### config.mk
export PLATFORM = sky130hd
export DESIGN_NAME = dmem_port
export DESIGN_NICKNAME = d
export VERILOG_FILES = /design/src/rtl/dmem_port.sv
export SDC_FILE = /design/constraint.sdc
export NUM_CORES = 1
export LEC_CHECK = 0
export BUFFER_PORTS_ARGS = -buffer_cell sky130_fd_sc_hd__buf_2
export CAP_MARGIN = 10
export CORE_UTILIZATION = 45
export CTS_BUF_LIST = sky130_fd_sc_hd__clkbuf_8
export CTS_CLUSTER_SIZE = 20
export DETAILED_ROUTE_END_ITERATION = 7
export GPL_TIMING_DRIVEN = 0
export MAX_ROUTING_LAYER = met4
export PLACE_DENSITY = 0.8
export SETUP_SLACK_MARGIN = 0.3
export SLEW_MARGIN = 15
export SYNTH_ARGS = -nofsm -noshare
export SYNTH_HDL_FRONTEND = slang
export SYNTH_SLANG_ARGS = --single-unit
### constraint.sdc
create_clock -name clk_i -period 2.3 [get_ports clk_i]
set_input_delay 0.46 -clock clk_i [delete_from_list [all_inputs] [get_ports clk_i]]
set_output_delay 0.46 -clock clk_i [all_outputs]
set_load 0.005 [all_outputs]
### src/rtl/dmem_port.sv
// ----------------------------------------------------------------------------
// dmem_port
//
// Memory-stage bridge between a single-cycle data path and a variable-latency
// req/ack data-memory bus. A load or store presented by the controller is
// latched, issued on the bus from a registered BUSY state, and completed in a
// DONE cycle where the data path commits. While the access is in flight the
// stall output freezes the PC and register-file write.
//
// Ports:
//   clk_i          clock, rising edge
//   reset_i        synchronous active-high reset
//   mem_read_i     load request (level, held while stalled)
//   mem_write_i    store request (level, held while stalled); wins over read
//   addr_i32       byte address from the ALU
//   wdata_i32      store data
//   rdata_o32      load data returned to the data path
//   stall_o        hold PC / register file while high
//   misalign_o     one-cycle flag: misaligned access rejected
//   timeout_o      sticky: an access exceeded TIMEOUT_CYCLES BUSY cycles
//   bus_req_o      bus request, high for every BUSY cycle
//   bus_we_o       bus write enable, valid with bus_req_o
//   bus_addr_o32   latched word address ([1:0] forced to 0)
//   bus_wdata_o32  latched store data
//   bus_ack_i      one-cycle completion strobe
//   bus_rdata_i32  read data, valid with bus_ack_i
//
// Parameters:
//   TIMEOUT_CYCLES BUSY cycles without ack before abort (2..255)
// ----------------------------------------------------------------------------
module dmem_port #(
   parameter int unsigned TIMEOUT_CYCLES = 16
) (
   input  logic        clk_i,
   input  logic        reset_i,
   input  logic        mem_read_i,
   input  logic        mem_write_i,
   input  logic [31:0] addr_i32,
   input  logic [31:0] wdata_i32,
   output logic [31:0] rdata_o32,
   output logic        stall_o,
   output logic        misalign_o,
   output logic        timeout_o,
   output logic        bus_req_o,
   output logic        bus_we_o,
   output logic [31:0] bus_addr_o32,
   output logic [31:0] bus_wdata_o32,
   input  logic        bus_ack_i,
   input  logic [31:0] bus_rdata_i32
);

   typedef enum logic [1:0] {
      IDLE = 2'd0,
      BUSY = 2'd1,
      DONE = 2'd2
   } state_t;

   // Counter value seen in the last permitted BUSY cycle without ack.
   localparam logic [7:0] TIMEOUT_LAST = 8'(TIMEOUT_CYCLES - 1);

   state_t      state_q, state_d;
   logic [7:0]  cnt_q, cnt_d;
   logic [31:0] addr_q, addr_d;
   logic [31:0] wdata_q, wdata_d;
   logic        we_q, we_d;
   logic [31:0] rdata_q, rdata_d;
   logic        timeout_q, timeout_d;

   logic        access;
   logic        aligned;
   logic        stall;
   logic        misalign;

   assign access  = mem_read_i | mem_write_i;
   assign aligned = (addr_i32[1:0] == 2'b00);

   // ------------------------------------------------------------------------
   // Next-state and output logic
   // ------------------------------------------------------------------------
   always_comb begin
      state_d   = state_q;
      cnt_d     = cnt_q;
      addr_d    = addr_q;
      wdata_d   = wdata_q;
      we_d      = we_q;
      rdata_d   = rdata_q;
      timeout_d = timeout_q;
      stall     = 1'b0;
      misalign  = 1'b0;

      unique case (state_q)
         IDLE: begin
            if (access) begin
               if (aligned) begin
                  addr_d  = {addr_i32[31:2], 2'b00};
                  wdata_d = wdata_i32;
                  we_d    = mem_write_i;
                  cnt_d   = '0;
                  state_d = BUSY;
                  stall   = 1'b1;
               end else begin
                  // Rejected: no bus activity, the load sees zero this cycle.
                  misalign = 1'b1;
               end
            end
         end

         BUSY: begin
            stall = 1'b1;
            // Ack is checked first so it wins over a same-cycle timeout.
            if (bus_ack_i) begin
               if (!we_q) begin
                  rdata_d = bus_rdata_i32;
               end
               state_d = DONE;
            end else if (cnt_q == TIMEOUT_LAST) begin
               timeout_d = 1'b1;
               if (!we_q) begin
                  rdata_d = '0;
               end
               state_d = DONE;
            end else begin
               cnt_d = cnt_q + 8'd1;
            end
         end

         DONE: begin
            // Request levels are deliberately not sampled here so the same
            // instruction's access is never issued twice.
            cnt_d   = '0;
            state_d = IDLE;
         end

         default: begin
            state_d = IDLE;
         end
      endcase
   end

   // ------------------------------------------------------------------------
   // State registers
   // ------------------------------------------------------------------------
   always_ff @(posedge clk_i) begin
      if (reset_i) begin
         state_q   <= IDLE;
         cnt_q     <= '0;
         addr_q    <= '0;
         wdata_q   <= '0;
         we_q      <= 1'b0;
         rdata_q   <= '0;
         timeout_q <= 1'b0;
      end else begin
         state_q   <= state_d;
         cnt_q     <= cnt_d;
         addr_q    <= addr_d;
         wdata_q   <= wdata_d;
         we_q      <= we_d;
         rdata_q   <= rdata_d;
         timeout_q <= timeout_d;
      end
   end

   // ------------------------------------------------------------------------
   // Outputs
   // ------------------------------------------------------------------------
   // Request is derived from the registered state only, never from the
   // incoming request level.
   assign bus_req_o     = (state_q == BUSY);
   assign bus_we_o      = we_q;
   assign bus_addr_o32  = addr_q;
   assign bus_wdata_o32 = wdata_q;
   assign timeout_o     = timeout_q;
   assign stall_o       = stall;
   assign misalign_o    = misalign;
   assign rdata_o32     = misalign ? '0 : rdata_q;

endmodule

# --- Word level (Yosys, flattened, before mapping) ---
# Cells that the tools add are included.
totals:
  reg_bits: 106
  latch_bits: 0
  mem_bits_rw: 0
  rom_bits: 0
  output_inout_bits: 101
  wordCells: 49
  n_memories: 0
classes:
  n_addsub: 1
  n_mul: 0
  div: 0
  order_cmp: 0
  n_eq_ne: 8
  shifts: 0
  mux: 21
  n_bitwise: 3
  reduce_logical: 9
op_table:
  columns: ["operator", "count"]
  rows:
  - ["two-way mux 32 bit", 5]
  - ["two-way mux 8 bit", 4]
  - ["case mux 8 bit (3 select lines)", 1]
  - ["AND reduction 3 bit", 4]
  - ["adder 8 x 1 -> 8 bit (second input constant)", 1]
  - ["== test 8 x 4 -> 1 bit (second input constant)", 1]
  - ["two-way mux 2 bit", 4]
  - ["!= test 2 bit (second input constant)", 4]
  - ["two-way mux 1 bit", 5]
  - ["AND reduction 5 bit", 1]
  - ["logical NOT 2 bit", 2]
  - ["case mux 2 bit (2 select lines)", 1]
  - ["!= test 3 x 1 -> 1 bit (second input constant)", 1]
  - ["nonzero test 3 bit", 1]
  - ["== test 2 x 1 -> 1 bit (second input constant)", 1]
  - ["== test 2 bit (second input constant)", 1]
  - ["inverter 1 bit", 2]
  - ["case mux 1 bit (2 select lines)", 1]
  - ["nonzero test 2 bit", 1]
  - ["OR 1 bit", 1]

# --- Logic depth before layout (Yosys ltp) ---
depth:
  ltp_word: 5
  mapped_depth: 7
  mapped_depth_nobuf: 5

# --- Least setup slack after synthesis ---
# OpenSTA, ideal clock, no wires.
synth_path:
  path_type: "input -> output"
  start: "in mem_write_i"
  end: "out rdata_o32[13]"
  t_arrival_ps: 1469
  setup_slack_ps: 371
  cell_stages: 4
  cell_sequence: "nor2_1 nor4_1 clkbuf_1 and2b_1"
synth_between:
  elab_chain_len: 4
synth_lines:
  columns: ["item", "line_no", "text"]
  rows:
  - ["start: declaration", "37", "input logic mem_write_i,"]
  - ["OR 1 bit", "74", "assign access = mem_read_i | mem_write_i;"]
  - ["two-way mux 1 bit", "93", "if (access) begin"]
  - ["two-way mux 1 bit", "91", "unique case (state_q)"]
  - ["two-way mux 32 bit", "175", "assign rdata_o32 = misalign ? '0 : rdata_q;"]
  - ["end: declaration", "40", "output logic [31:0] rdata_o32,"]
# Every way passes these cells.

# --- Final worst setup path ---
layout_path:
  start: "reg state_q[1]"
  end: "out rdata_o32[15]"
layout_between:
  elab_chain_len: 3
layout_lines:
  columns: ["item", "line_no", "text"]
  rows:
  - ["start: declaration", "61", "state_t state_q, state_d;"]
  - ["start signal: assignment", "153", "state_q <= state_d;"]
  - ["logical NOT 2 bit", "91", null]
  - ["two-way mux 1 bit", "91", null]
  - ["two-way mux 32 bit", "175", null]
# Every way passes these cells.

==> flow_summary.ini <==
[hold_path]
hold_path.class = primary input to flip-flop

[global_route]
busiest_layer = met2
grt_pass1_vias = 4309
overflow = 0
grt_util_met1 = 0.275
grt_antenna_before_repair = 0
gr-usage-met3 = 0.0537
grt_pass1_wl_um = 18900
grt_max_degree = 18
grt_use_total = 0.247
met2_usage = 0.424

[status]
violations = design-rule violations
status = finished, violations left

[sta]
drv_slew = 0
hold_ws_ns = 0.324
max_slew_margin = 0.497
min_period_ns = 2.06
final.setup.tns_ns = 0
tightestPinTransition_ns = 0.748
finalCritPeriodShare = 0.896
hold_viol = 0
setup_viol = 0
fmax_mhz = 485
grt_setup_unrepaired = yes
worst_clock_skew_ns = 0.0180

[route]
routed_wl_um = 11500
drtPass1Iterations = 7
routed_via_density = 5.06
num_vias = 4347
ant_nets = 0
drt_iter0_drc = 155
routedWlPerCell_um = 13.4
drc = 14

[power]
ir_drop_v = 0.000400
total_power_mw = 3.45
p_leak_nw = 2.55
powerDensity_nw_per_um2 = 615

[worst_setup_path]
r2r-end = bus_addr_o32[14]
end_kind = output port
r2r_setup_slack_ns = 0.46
cp_max_fo = 6
endpoint = rdata_o32[15]
cp.required_ns = 1.84
worstPathArrival_ns = 1.60
worstSetupStartpointType = flip-flop
critical_path_class = flip-flop to output port
regToRegStartpoint = state_q[1]
reg2reg_depth = 8
critPathLaunch = state_q[1]

[layout]
layout_common_cells = buf_2, nand2_1, a21oi_1, dfxtp_1, o21ai_0
num_antenna_cells = 0
finalNonFillerCells = 859
drive_above_1_share = 0.336
final_common_cell = buf_2
area_delta_synth_final_pct = 34.6
finalNetCount = 848
n_fill_cell = 766
post-route-cell-area_sq_um = 5610

[die]
die_x_um = 98.3
core_sq_um = 8850
ios = 202
die-area_sq_um = 9660
die_y_um = 98.3
rows = 34
start_util = 0.471

[clocking]
tritoncts = built
cts.htree.levels = 3
path_clk_slew_ns = 0.11
insertion_delay_ns = 0.36
clkSinkCount = 106
numCtsBuffers = 9
root_buffer = clkbuf_8
cts_buffer_depth = 2

[synth]
seq_area_frac_synth = 0.509
netlist_area_sq_um = 4170
avgSynthCellArea_sq_um = 7.90
ys_ff_latch = 106
yosysWarnings = 0
synth_cells = 528
synth.distinct_cells = 36

[placed_design]
finalWeightedCongestion = 0.815
dp.cells = 836
hpwlAfterDp_um = 8630
dpl_cell_area_sq_um = 5310
port_buffers = 199

[job]
max_cap_violations = 0
-- cell type report --
class	count	area, sq um	area share
buffer	40	244	0.0435
clock buffer	11	151	0.0270
clock inverter	5	38.8	0.00691
inverter	5	18.8	0.00334
multi-input combinational	378	1850	0.329
sequential	106	2130	0.379
tap	108	135	0.0241
timing repair buffer	206	1050	0.187
-- power breakdown --
group | switching, mW | internal (mW) | leakage, nW
Clock | 0.632 | 0.455 | 0.0838
Combinational | 0.238 | 0.203 | 1.60
Sequential | 0.0299 | 1.90 | 0.862
Total | 0.900 | 2.55 | 2.55
-- sequential cells by signal, summed over array words and instances, names as in the netlist --
signal	cells
bus_addr_o32	30
state_q	2
rdata_q	32
cnt_q	8
timeout_o	1
bus_we_o	1
bus_wdata_o32	32
-- Yosys cell counts --
library cell / count / area, sq um
o21ai_1: 1 / 5.00
nor2_4: 1 / 11.3
and2_1: 1 / 6.26
nand2b_1: 1 / 6.26
o21ai_2: 1 / 8.76
buf_2: 2 / 10.0
ha_1: 1 / 12.5
buf_4: 9 / 67.6
or4_1: 2 / 15.0
and2b_1: 8 / 60.1
a31oi_1: 7 / 43.8
nor2_1: 7 / 26.3
inv_2: 1 / 3.75
clkbuf_1: 25 / 93.8
inv_1: 4 / 15.0
or2_2: 1 / 6.26
nor3b_2: 1 / 12.5
nor3_1: 1 / 5.00
a41oi_1: 1 / 8.76
buf_6: 4 / 45.0
nand3_1: 2 / 10.0
dfxtp_1: 106 / 2120
conb_1: 1 / 3.75
o211a_1: 1 / 10.0
nor4_2: 1 / 12.5
o21ai_0: 35 / 175
o211ai_1: 1 / 7.51
nand4_1: 1 / 6.26
a21oi_1: 105 / 526
nor2b_1: 25 / 156
nor4_1: 2 / 12.5
or3b_1: 1 / 8.76
and3_1: 2 / 12.5
o211ai_4: 1 / 21.3
a22oi_1: 1 / 7.51
nand2_1: 164 / 616
-- critical path: stages, from the launching register on --
cell and delay (ns):
dfxtp_2 0.33, buf_6 0.11, nor4_4 0.21, buf_6 0.17
clkbuf_8 0.14, and2b_1 0.17, buf_2 0.12
-- cells by family (layout without fill, tap and decap cells) --
logic type / after synthesis / in the layout / share of synthesized area
simple gates: 221 / 221 / 0.236
flops: 106 / 106 / 0.509
compound gates: 154 / 154 / 0.195
other cells: 1 / 2 / 0.000899
fa+ha+maj: 1 / 1 / 0.00300
buf+inv: 45 / 267 / 0.0564
-- metal layers --
metal / wire [um] / share of wire / vias up
li1: - / - / 2178
met1: 4840 / 0.42 / 1957
met2: 5530 / 0.48 / 186
met3: 804 / 0.070 / 26
met4: 325 / 0.028 / 0
met5: 0 / 0 / -
-- timing repair --
action,4_1_cts,5_1_grt
setup endpoints to repair,33,120
setup buffers,5,0
cloned,2,0
resized for setup,13,5
hold buffers,0,0
pin swaps,1,0
-- metrics by stage --
step | utilization | setup WS (ns)
floorplan | - | 0.371
global placement | 0.600 | -0.478
detailed placement | 0.600 | -0.121
CTS | 0.633 | 0.224
global route | 0.634 | 0.160
finish | 0.634 | 0.238
-- worst min-delay path by stage --
stage	from	end	slack, ns	cells after the start
global route	bus_rdata_i32[25]	rdata_q[25]	0.31	3
floorplan	cnt_q[7]	cnt_q[7]	0.45	1
detailed placement	bus_addr_o32[31]	bus_addr_o32[31]	0.44	2
global placement	bus_addr_o32[24]	bus_addr_o32[24]	0.44	2
finish	bus_rdata_i32[18]	rdata_q[18]	0.32	3
CTS	bus_rdata_i32[18]	rdata_q[18]	0.31	3
No activity file was read; power rests on OpenSTA's default activity.
